**src/rtl/bank_conflict_arbiter.sv**
```systemverilog
// Two-requester valid/ready front end for a shared dual-port BRAM. Requests that both
// land in the protected window are serialised round-robin; everything else runs in parallel.
// Optional ARB_STATS_EN macro adds the saturating conflict_cnt output.
module bank_conflict_arbiter #(
    parameter int ADDR_WIDTH = 13,
    parameter int DATA_WIDTH = 32,
    parameter int LOWER_ADDR = 0,
    parameter int UPPER_ADDR = 4
) (
    input  logic                  clk,
    input  logic                  rst,
    input  logic                  a_valid,
    output logic                  a_ready,
    input  logic                  a_we,
    input  logic [ADDR_WIDTH-1:0] a_addr,
    input  logic [DATA_WIDTH-1:0] a_wdata,
    output logic                  a_rvalid,
    output logic [DATA_WIDTH-1:0] a_rdata,
    input  logic                  b_valid,
    output logic                  b_ready,
    input  logic                  b_we,
    input  logic [ADDR_WIDTH-1:0] b_addr,
    input  logic [DATA_WIDTH-1:0] b_wdata,
    output logic                  b_rvalid,
    output logic [DATA_WIDTH-1:0] b_rdata,
    output logic                  mem_a_en,
    output logic                  mem_a_we,
    output logic [ADDR_WIDTH-1:0] mem_a_addr,
    output logic [DATA_WIDTH-1:0] mem_a_wdata,
    input  logic [DATA_WIDTH-1:0] mem_a_rdata,
    output logic                  mem_b_en,
    output logic                  mem_b_we,
    output logic [ADDR_WIDTH-1:0] mem_b_addr,
    output logic [DATA_WIDTH-1:0] mem_b_wdata,
    input  logic [DATA_WIDTH-1:0] mem_b_rdata
`ifdef ARB_STATS_EN
    ,
    output logic [31:0]           conflict_cnt
`endif
);

    // Signed, one bit wider, so a zero lower bound does not make the compare constant.
    localparam logic signed [ADDR_WIDTH:0] LO_S = (ADDR_WIDTH+1)'(LOWER_ADDR);
    localparam logic signed [ADDR_WIDTH:0] HI_S = (ADDR_WIDTH+1)'(UPPER_ADDR);

    function automatic logic in_win(input logic [ADDR_WIDTH-1:0] x);
        logic signed [ADDR_WIDTH:0] xs;
        xs = $signed({1'b0, x});
        return (xs >= LO_S) && (xs <= HI_S);
    endfunction

    typedef enum logic {PRIO_A, PRIO_B} prio_t;

    prio_t prio_q, prio_d;
    logic  conflict;

    logic [1:0]                 acc_w;
    logic [1:0]                 we_w;
    logic [1:0][ADDR_WIDTH-1:0] addr_w;
    logic [1:0][DATA_WIDTH-1:0] wdata_w;
    logic [1:0][DATA_WIDTH-1:0] mem_rdata_w;

    assign conflict = a_valid & b_valid & in_win(a_addr) & in_win(b_addr);

    always_ff @(posedge clk) begin
        if (rst) begin
            prio_q <= PRIO_A;
        end else begin
            prio_q <= prio_d;
        end
    end

    always_comb begin
        prio_d  = prio_q;
        a_ready = 1'b0;
        b_ready = 1'b0;
        if (!rst) begin
            if (conflict) begin
                a_ready = (prio_q == PRIO_A);
                b_ready = (prio_q == PRIO_B);
                prio_d  = (prio_q == PRIO_A) ? PRIO_B : PRIO_A;
            end else begin
                a_ready = 1'b1;
                b_ready = 1'b1;
            end
        end
    end

    assign acc_w       = {b_valid & b_ready, a_valid & a_ready};
    assign we_w        = {b_we, a_we};
    assign addr_w      = {b_addr, a_addr};
    assign wdata_w     = {b_wdata, a_wdata};
    assign mem_rdata_w = {mem_b_rdata, mem_a_rdata};

    // Identical issue/return pipeline per port: accept -> BRAM command -> read pending -> rdata.
    for (genvar gi = 0; gi < 2; gi++) begin : g_port
        logic                  en_q, en_d;
        logic                  we_q, we_d;
        logic [ADDR_WIDTH-1:0] addr_q, addr_d;
        logic [DATA_WIDTH-1:0] wdata_q, wdata_d;
        logic                  pend_q;
        logic                  rvalid_q;
        logic [DATA_WIDTH-1:0] rdata_q, rdata_d;

        always_comb begin
            en_d    = acc_w[gi];
            we_d    = acc_w[gi] & we_w[gi];
            addr_d  = acc_w[gi] ? addr_w[gi] : addr_q;
            wdata_d = acc_w[gi] ? wdata_w[gi] : wdata_q;
            rdata_d = pend_q ? mem_rdata_w[gi] : rdata_q;
        end

        always_ff @(posedge clk) begin
            if (rst) begin
                en_q     <= 1'b0;
                we_q     <= 1'b0;
                addr_q   <= '0;
                wdata_q  <= '0;
                pend_q   <= 1'b0;
                rvalid_q <= 1'b0;
                rdata_q  <= '0;
            end else begin
                en_q     <= en_d;
                we_q     <= we_d;
                addr_q   <= addr_d;
                wdata_q  <= wdata_d;
                pend_q   <= en_q & ~we_q;
                rvalid_q <= pend_q;
                rdata_q  <= rdata_d;
            end
        end
    end

    assign mem_a_en    = g_port[0].en_q;
    assign mem_a_we    = g_port[0].we_q;
    assign mem_a_addr  = g_port[0].addr_q;
    assign mem_a_wdata = g_port[0].wdata_q;
    assign a_rvalid    = g_port[0].rvalid_q;
    assign a_rdata     = g_port[0].rdata_q;

    assign mem_b_en    = g_port[1].en_q;
    assign mem_b_we    = g_port[1].we_q;
    assign mem_b_addr  = g_port[1].addr_q;
    assign mem_b_wdata = g_port[1].wdata_q;
    assign b_rvalid    = g_port[1].rvalid_q;
    assign b_rdata     = g_port[1].rdata_q;

`ifdef ARB_STATS_EN
    logic [31:0] cnt_q;

    always_ff @(posedge clk) begin
        if (rst) begin
            cnt_q <= '0;
        end else if (conflict && (cnt_q != 32'hFFFF_FFFF)) begin
            cnt_q <= cnt_q + 32'd1;
        end
    end

    assign conflict_cnt = cnt_q;
`endif

endmodule

```
**config.mk**
```make
export PLATFORM = sky130hd
export DESIGN_NAME = bank_conflict_arbiter
export DESIGN_NICKNAME = d
export VERILOG_FILES = /design/src/rtl/bank_conflict_arbiter.sv
export SDC_FILE = /design/constraint.sdc
export NUM_CORES = 1
export LEC_CHECK = 0
export ABC_AREA = 0
export BUFFER_PORTS_ARGS = -buffer_cell sky130_fd_sc_hd__clkbuf_2
export CAP_MARGIN = 20
export CORE_MARGIN = 2
export CORE_UTILIZATION = 40
export CTS_CLUSTER_DIAMETER = 50
export DETAILED_ROUTE_END_ITERATION = 7
export PLACE_DENSITY = 0.7
export SLEW_MARGIN = 30
export SYNTH_ARGS = -nofsm -noshare
export SYNTH_HDL_FRONTEND = slang
export SYNTH_SLANG_ARGS = --single-unit
export TNS_END_PERCENT = 50
```
**constraint.sdc**
```tcl
create_clock -name clk -period 3.3 [get_ports clk]
set_input_delay 0.495 -clock clk [delete_from_list [all_inputs] [get_ports clk]]
set_output_delay 0.495 -clock clk [all_outputs]
set_load 0.05 [all_outputs]
```
==> flow_metrics.tcl, run 1 <==
set metrics [dict create \
    ys_warn_count 0 \
    nets 1100 \
    synthMuxAreaShare_pct 23.3 \
    fp.dieW_microns 133 \
    drt-total-wl_microns 16900 \
    cts_resized 0 \
    met1_length_microns 7050 \
    p_leak_nw 4.25 \
    dr.pass1.iters 4 \
    synthXorXnorAreaFrac_pct 0 \
    min_path_type "input pin to flop" \
    core_area_sq_um 16400 \
    areaGrowthSynthToFinish_pct 35.4 \
    synthSimpleGateAreaFrac_pct 23.1 \
    grt-ovfl-total 0 \
    antenna_found_initial 0 \
    drc 0 \
    clock-sinks 163 \
    dp_hpwl_microns 12400 \
    critPathCaptureType "output port" \
    die_h_microns 133 \
    postCtsSetupBuffers 0 \
    rsz0062_at_grt "false" \
    crit_end "a_ready" \
    synthAdderAreaFrac_pct 0 \
    cp_max_fo 4 \
    num_rows 47 \
    io_pins 322 \
    clockBufferDepth 2 \
    synthArstFlopShare_pct 0 \
    status "finished clean" \
    numPortBuffers 321 \
    ys_types 26 \
    synth_top_family_by_area "multiplexers" \
    syn-cell-area_sq_um 6620 \
    period_needed_ns 2.89 \
    via_per_inst 4.48 \
    start_kind "input pin" \
    fin_setup_tns_ns 0 \
    yosysSeqAreaShare_pct 49.3 \
    final_max_slew_viol_count 0 \
    antenna_left 0 \
    cp-startpoint "a_addr[12]" \
    drt_iter0_drc 168 \
    skew_ns 0.00885 \
    clockRootBuffer "clkbuf_16" \
    yosysTopAreaCell "dfxtp_1" \
    grt_usage_pct 19.1 \
    fillCellCount 1485 \
    synth_fp_nets 800 \
    initial_core_util_pct 40.4 \
    dieArea_sq_um 17600 \
    worst_pin_slew_ns 0.666 \
    wl_per_cell_microns 14.4 \
    gp_congestion 0.746 \
    finalHoldViolations 0 \
    yosys_register_bits 163 \
    num_antenna_cells 0 \
    power_density_nw_per_um2 551 \
    grt_pass1_vias 5099 \
    avgSynthCellArea_sq_um 10.3 \
    timing.slew.headroom_pct 55.6 \
    fmax_ghz 0.346 \
    wl_met3_microns 1590 \
    cap_violations 0 \
    synth_area_leaders "dfxtp_1, mux2i_1, nand2b_1, nor2_1, clkbuf_1" \
    grt_pass1_wl_microns 26400 \
    r2r_slack_ns 1.16 \
    ir_drop_mv 0.319 \
    synth_cells 640 \
    worstSkewPairLatency_ns 0.42 \
    worstReg2RegEnd "mem_b_wdata[5]" \
    grt_max_degree 112 \
    required_ns 2.80 \
    yosysTopAreaCellShare_pct 49.3 \
    h-tree-depth 4 \
    min-delay-start "a_wdata[28]" \
    synth-edff-count 0 \
    period_share_pct 87.6 \
    synth_compound_area_share_pct 0.510 \
    cp.arrival_ns 2.40 \
    hold_ws_ns 0.314 \
    crit-reg2reg-launch "prio_q" \
    cts_tree "built" \
    fin_total_pwr_mw 4.94 \
    final-setup-viol-count 0 \
    synth_ff_type "dfxtp_1" \
    cts.clk_slew.worst_paths_ns 0.07 \
    route.met2.wl_microns 7790 \
    reg2regPathDepth 6 \
    num_vias 5251 \
    cts_hold_buf 0 \
    cts_buffers 17 \
    drive_gt1_share_pct 38.1 \
    criticalPathCategory "input pin to output port" \
    highest_layer "met4" \
]
==> layout make-up <==
cell class / instances / area [sq um] / area share [%]
flip-flops and latches: 163 / 3270 / 36.4
well taps: 220 / 275 / 3.07
multi-input cells: 428 / 3120 / 34.7
repair buffers: 327 / 1700 / 18.9
inverters: 3 / 11.3 / 0.126
clock buffers: 21 / 480 / 5.36
clock inverters: 10 / 124 / 1.38
==> sequential cells by signal, summed over array words and instances, names as in the netlist <==
register and count:
mem_b_wdata 32, mem_a_en 1, b_rdata 32, g_port.pend_q 2, mem_b_addr 13, a_rdata 32, b_rvalid 1, prio_q 1
mem_a_we 1, mem_b_we 1, mem_a_addr 13, mem_a_wdata 32, a_rvalid 1, mem_b_en 1
==> cells by family (layout without fill, tap and decap cells) <==
family,count (synthesis),after routing
buffers and inverters,49,361
muxes,154,154
and+or+nand+nor,268,268
DFF,163,163
AOI/OAI and AO/OA,6,6
==> worst min-delay path by stage <==
stage,cells after the start,to
detailed placement,1,g_port[0].pend_q
CTS,3,mem_b_wdata[14]
global placement,1,g_port[0].pend_q
global route,3,b_rdata[0]
floorplan,2,prio_q
finish,3,mem_a_wdata[28]
==> Yosys cell counts (2+ instances only) <==
master    number
nor3_1         4
or4_1          3
mux2i_1      154
clkbuf_1      31
nor3b_1        2
o21ai_0        3
nor4b_1        2
buf_1          9
nor2_1        67
nor2b_1        2
nor4_1         2
dfxtp_1      163
inv_1          3
buf_12         4
a21oi_1        2
nand2b_1     179
==> power by group <==
| part | total [mW] | switching (mW) | internal (mW) |
|---|---|---|---|
| registers | 2.13 | 0.0600 | 2.07 |
| logic | 0.816 | 0.549 | 0.267 |
| clock network | 2.00 | 0.802 | 1.20 |
| total | 4.94 | 1.41 | 3.53 |
==> routing by layer <==
layer / GRT usage, % / vias up
met2: 30.9 / 211
met3: 8.05 / 30
met5: 0 / -
li1: - / 2701
met4: 8.06 / 0
met1: 22.2 / 2309
==> stage by stage <==
stage / utilization [%] / cells / cell area (sq um) / setup slack [ns]
3_3_place_gp: 50.9 / 1140 / 8340 / 0.395
5_1_grt: 54.7 / 1172 / 8970 / 0.300
2_1_floorplan: - / 640 / 6620 / 0.717
4_1_cts: 54.7 / 1172 / 8970 / 0.400
3_5_place_dp: 51.0 / 1141 / 8360 / 0.399
6_report: 54.7 / 1172 / 8970 / 0.409
==> cells in the final DEF, fill, tap and decap left out, types with 2 or more instances in the layout <==
master,synthesis,layout
clkinvlp_4,0,2
o21ai_0,3,3
or4_1,3,3
dfxtp_1,163,161
nor4_1,2,2
nand2b_1,179,179
nor2_1,67,67
inv_1,3,3
nor3b_1,2,2
nor3_1,4,4
clkbuf_16,0,17
buf_4,0,3
nor4b_1,2,2
clkbuf_8,0,4
clkinv_4,0,3
buf_12,4,3
clkbuf_2,0,320
inv_6,0,2
nor2b_1,2,2
mux2i_1,154,154
bufinv_16,0,2
==> worst max-delay path: stages <==
cell	delay, ns
clkbuf_2	0.12
or4_1	0.57
or4b_4	0.58
nor3_1	0.28
nor2_1	0.07
clkbuf_2	0.27
Note: power is estimated with default switching activity, not from simulation.
==> run 2, diff against run 1 <==
Settings changed: CORE_ASPECT_RATIO from default to 1.1, CORE_MARGIN 2 to 1.5.
==> run 2 against run 1 <==
  * Sequential share of layout area rose by 0.053 points
  * First-iteration DRC count increased by 39%
  * Core utilization grew 0.50 points
  * Design area is essentially flat
  * Clock power rose by 7%
  * Via count increased by 1.4%
  * Global-route usage down 0.59 points
  * Register-to-register slack about the same
  * Critical path depth is the same
  * Clock-buffer cell count decreased by 2
  * Setup slack worse by 0.068 ns
  * Largest cell class unchanged
==> flow_metrics.tcl, run 2 (same netlist as run 1, synthesis figures left out) <==
set metrics [dict create \
    status "finished clean" \
    crit_chain "clkbuf_2 -> or4_1 -> or4b_4 -> nor3_1 -> nor2_1 -> clkbuf_2" \
    cp.arrival_ns 2.46 \
    r2r_slack_ns 1.17 \
    crit_path_top_delay_cell "or4b_4" \
    finalHoldViolations 0 \
    grt_usage_pct 18.5 \
    worst_pin_slew_ns 0.589 \
    dieArea_sq_um 17300 \
    nets 1099 \
    fmax_ghz 0.338 \
    timing.slew.headroom_pct 60.7 \
    cts.clk_slew.worst_paths_ns 0.07 \
    final_max_slew_viol_count 0 \
    postCtsSetupBuffers 0 \
    clockBufferDepth 2 \
    intPower_mw 3.67 \
    rsz0062_at_grt "false" \
    io_pins 322 \
    h-tree-depth 4 \
    grt_max_degree 119 \
    cp_top_family "simple AND/OR/NAND/NOR gates" \
    antenna_found_initial 1 \
    criticalPathCategory "input pin to output port" \
    power_density_nw_per_um2 567 \
    worstSkewPairLatency_ns 0.42 \
    critical_path_buf_inv_count 2 \
    cts_tree "built" \
    combPwrFrac_pct 15.9 \
    p_switching_mw 1.40 \
    core_area_sq_um 16200 \
    critPathCaptureType "output port" \
    areaGrowthSynthToFinish_pct 35.3 \
    grt-ovfl-total 0 \
    cp_max_fo 4 \
    placed_cell_area_sq_um 8320 \
    cap_violations 0 \
    num_vias 5322 \
    period_needed_ns 2.96 \
    die_h_microns 138 \
    dr.pass1.iters 4 \
    start_kind "input pin" \
    clock-sinks 163 \
    gp_congestion 0.766 \
    num_antenna_cells 0 \
    skew_ns 0.00950 \
    met1_length_microns 7150 \
    p_seq_share_pct 41.9 \
    slowest_delay_ns 0.60 \
    grt_pass1_vias 4823 \
    mostFrequentLayoutCell "clkbuf_2" \
    drt_iter0_drc 233 \
    min_path_type "input pin to flop" \
    fp.dieW_microns 126 \
    p_leak_nw 4.26 \
    cts_hold_buf 0 \
    wl_met3_microns 1220 \
    final-setup-viol-count 0 \
    p_clk_share_pct 42.2 \
    wl_per_cell_microns 14.3 \
    ir_drop_mv 0.346 \
    fin_area_sq_um 8960 \
    required_ns 2.80 \
    clockRootBuffer "clkbuf_16" \
    drive_gt1_share_pct 37.9 \
    critPathMostFrequentCell "clkbuf_2" \
    grt_pass1_wl_microns 25000 \
    drc 0 \
    switching_share_pct 27.7 \
    dp_hpwl_microns 12100 \
    highest_layer "met5" \
    cts_resized 0 \
    numPortBuffers 321 \
    num_rows 49 \
    cts_buffers 17 \
    initial_core_util_pct 40.8 \
    route.met2.wl_microns 7800 \
    fin_setup_tns_ns 0 \
    drt-total-wl_microns 16600 \
    via_per_inst 4.61 \
    period_share_pct 89.7 \
    hold_ws_ns 0.306 \
    layout_common_cells "clkbuf_2, nand2b_1, dfxtp_1" \
    antenna_left 0 \
]
==> run 2: final timing paths <==
| kind | start | to | cells after the start |
|---|---|---|---|
| min | mem_a_rdata[24] | a_rdata[24] | 3 |
| max reg2reg | prio_q | mem_b_wdata[12] | 6 |
| max | a_addr[4] | a_ready | 6 |
| min reg2reg | mem_b_we | g_port[1].pend_q | 1 |
==> run 2: power groups by stage <==
stage | sequential [mW] | clock [mW] | combinational, mW
detailed placement | 2.17 | 0 | 0.815
global placement | 2.17 | 0 | 0.811
floorplan | 2.49 | 0 | 0.257
global route | 2.14 | 2.28 | 0.861
finish | 2.13 | 2.14 | 0.808
CTS | 2.13 | 2.19 | 0.817
==> run 2: per-stage QoR <==
step	setup slack [ns]	util, %	total power, mW	instances
4_1_cts	0.356	55.1	5.14	1155
3_3_place_gp	0.372	51.2	2.98	1124
6_report	0.341	55.2	5.08	1155
2_1_floorplan	0.717	-	2.75	640
3_5_place_dp	0.352	51.2	2.99	1124
5_1_grt	0.257	55.2	5.28	1155
==> run 2: per-layer routing <==
layer	GRT usage [%]	vias up
li1	-	2698
met2	30.1	209
met1	22.2	2388
met3	6.06	25
met4	8.78	2
met5	0	-
==> run 2: worst register-to-register path, cell delays in order, from the launching register on <==
cell and delay [ns]:
dfxtp_1 0.37, or3_1 0.14, nor4_1 0.05, buf_4 0.15, a21oi_4 0.48, buf_4 0.59
mux2i_1 0.29
==> run 2: cell type report <==
class | count | area, sq um
clock buffers | 19 | 433
well taps | 204 | 255
clock inverters | 12 | 203
inverters | 3 | 11.3
repair buffers | 326 | 1680
fillers | 1493 | 7280
flip-flops and latches | 163 | 3270
multi-input cells | 428 | 3120
==> run 3, diff against run 2 <==
Settings changed: RECOVER_POWER from default to 100.
==> run 3 against run 2 <==
  * Total power is 0.48% lower
  * Sequential power hardly changed
  * Largest cell class unchanged
  * Sequential share of layout area is 0.98 points higher
  * Clock-buffer cell count stayed put
  * Clock skew is 0.00061 ns higher
  * Setup slack worse by 0.083 ns
  * Worst hold slack worse by 0.0022 ns
  * Global-route usage stayed put
  * Die area stayed put
==> flow_metrics.tcl, run 3 (same netlist as run 1, synthesis figures left out) <==
set metrics [dict create \
    dr.pass1.iters 4 \
    grt_pass1_vias 4823 \
    crit_chain "clkbuf_2 -> or4_1 -> or4b_1 -> nor3_1 -> nor2_1 -> clkbuf_2" \
    cap_violations 0 \
    initial_core_util_pct 40.8 \
    critPathCaptureType "output port" \
    fillCellCount 1581 \
    worst_pin_slew_ns 1.48 \
    period_share_pct 92.2 \
    areaGrowthSynthToFinish_pct 31.8 \
    h-tree-depth 4 \
    drt_iter0_drc 213 \
    grt_max_degree 119 \
    cts_resized 0 \
    status "finished clean" \
    slowest_delay_ns 0.64 \
    final_util_pct 53.7 \
    power_density_nw_per_um2 579 \
    required_ns 2.80 \
    antenna_left 0 \
    nets 1099 \
    dieArea_sq_um 17300 \
    numPortBuffers 321 \
    final-setup-viol-count 0 \
    grt-ovfl-total 0 \
    drt-total-wl_microns 16700 \
    num_vias 5296 \
    period_needed_ns 3.04 \
    regArea_sq_um 3270 \
    clock-sinks 163 \
    cp_max_fo 4 \
    die_h_microns 138 \
    fmax_ghz 0.329 \
    timing.slew.headroom_pct 1.26 \
    core_area_sq_um 16200 \
    wl_per_cell_microns 14.5 \
    start_kind "input pin" \
    antenna_found_initial 1 \
    grt_pass1_wl_microns 25000 \
    cts_buffers 17 \
    dp.cells 1124 \
    fin_setup_tns_ns 0 \
    drc 0 \
    cts_tree "built" \
    clockBufferDepth 2 \
    fp.dieW_microns 126 \
    dp_hpwl_microns 12100 \
    cts_hold_buf 0 \
    via_per_inst 4.59 \
    mostFrequentLayoutCell "nand2b_1" \
    worstSkewPairLatency_ns 0.42 \
    rsz0062_at_grt "false" \
    criticalPathCategory "input pin to output port" \
    skew_ns 0.0101 \
    fin_cells 1155 \
    grt_usage_pct 18.5 \
    crit_path_top_delay_cell "or4b_1" \
    final_max_slew_viol_count 0 \
    cts.clk_slew.worst_paths_ns 0.07 \
    finalHoldViolations 0 \
    p_leak_nw 3.71 \
    num_rows 49 \
    ir_drop_mv 0.352 \
    io_pins 322 \
    gp_congestion 0.766 \
    postCtsSetupBuffers 0 \
    multi_input_comb_area_sq_um 3110 \
    num_antenna_cells 0 \
    layout_common_cells "nand2b_1, clkbuf_1, clkbuf_2" \
    clockRootBuffer "clkbuf_16" \
    cp.arrival_ns 2.55 \
    drive_gt1_share_pct 20.8 \
    min_path_type "input pin to flop" \
    critPathMostFrequentCell "clkbuf_2" \
]
-- run 3: power by group --
group | total [mW] | switching (mW) | internal (mW)
Combinational | 0.785 | 0.542 | 0.242
Sequential | 2.13 | 0.0621 | 2.07
Clock | 2.14 | 0.799 | 1.34
-- run 3: final timing paths --
| kind | depth (start not counted) | slack, ns | startpoint | end |
|---|---|---|---|---|
| worst max register to register | 6 | 0.75 | prio_q | mem_b_wdata[12] |
| worst min-delay path | 3 | 0.30 | mem_a_rdata[24] | a_rdata[24] |
| worst min register to register | 1 | 0.40 | mem_b_we | g_port[1].pend_q |
| worst max-delay path | 6 | 0.26 | a_addr[4] | a_ready |
-- run 3: critical path: cells and delay by family --
family / cells / cell delay [ns]
and+or+nand+nor: 4 / 1.66
buffers and inverters: 2 / 0.39
-- run 3: metal layers --
layer | routed length [microns] | GRT usage [%]
met4 | 422 | 8.78
met3 | 1250 | 6.06
met1 | 7210 | 22.2
met2 | 7810 | 30.1
met5 | 13 | 0
-- run 3: stage by stage --
| step | power [mW] | cell area [sq um] | hold WS [ns] | setup WS [ns] |
|---|---|---|---|---|
| floorplan | 2.75 | 6620 | 0.476 | 0.717 |
| global placement | 2.98 | 8320 | 0.399 | 0.372 |
| detailed placement | 2.99 | 8320 | 0.403 | 0.352 |
| CTS | 5.14 | 8960 | 0.289 | 0.356 |
| global route | 5.25 | 8730 | 0.291 | 0.130 |
| finish | 5.05 | 8730 | 0.304 | 0.257 |
-- run 3: final cells by class --
cell class	count	share of cell area, %
Tap cell	204	2.92
Clock buffer	19	4.96
Multi-Input combinational cell	428	35.6
Timing Repair Buffer	326	16.6
Clock inverter	12	2.32
Sequential cell	163	37.5
Inverter	3	0.129
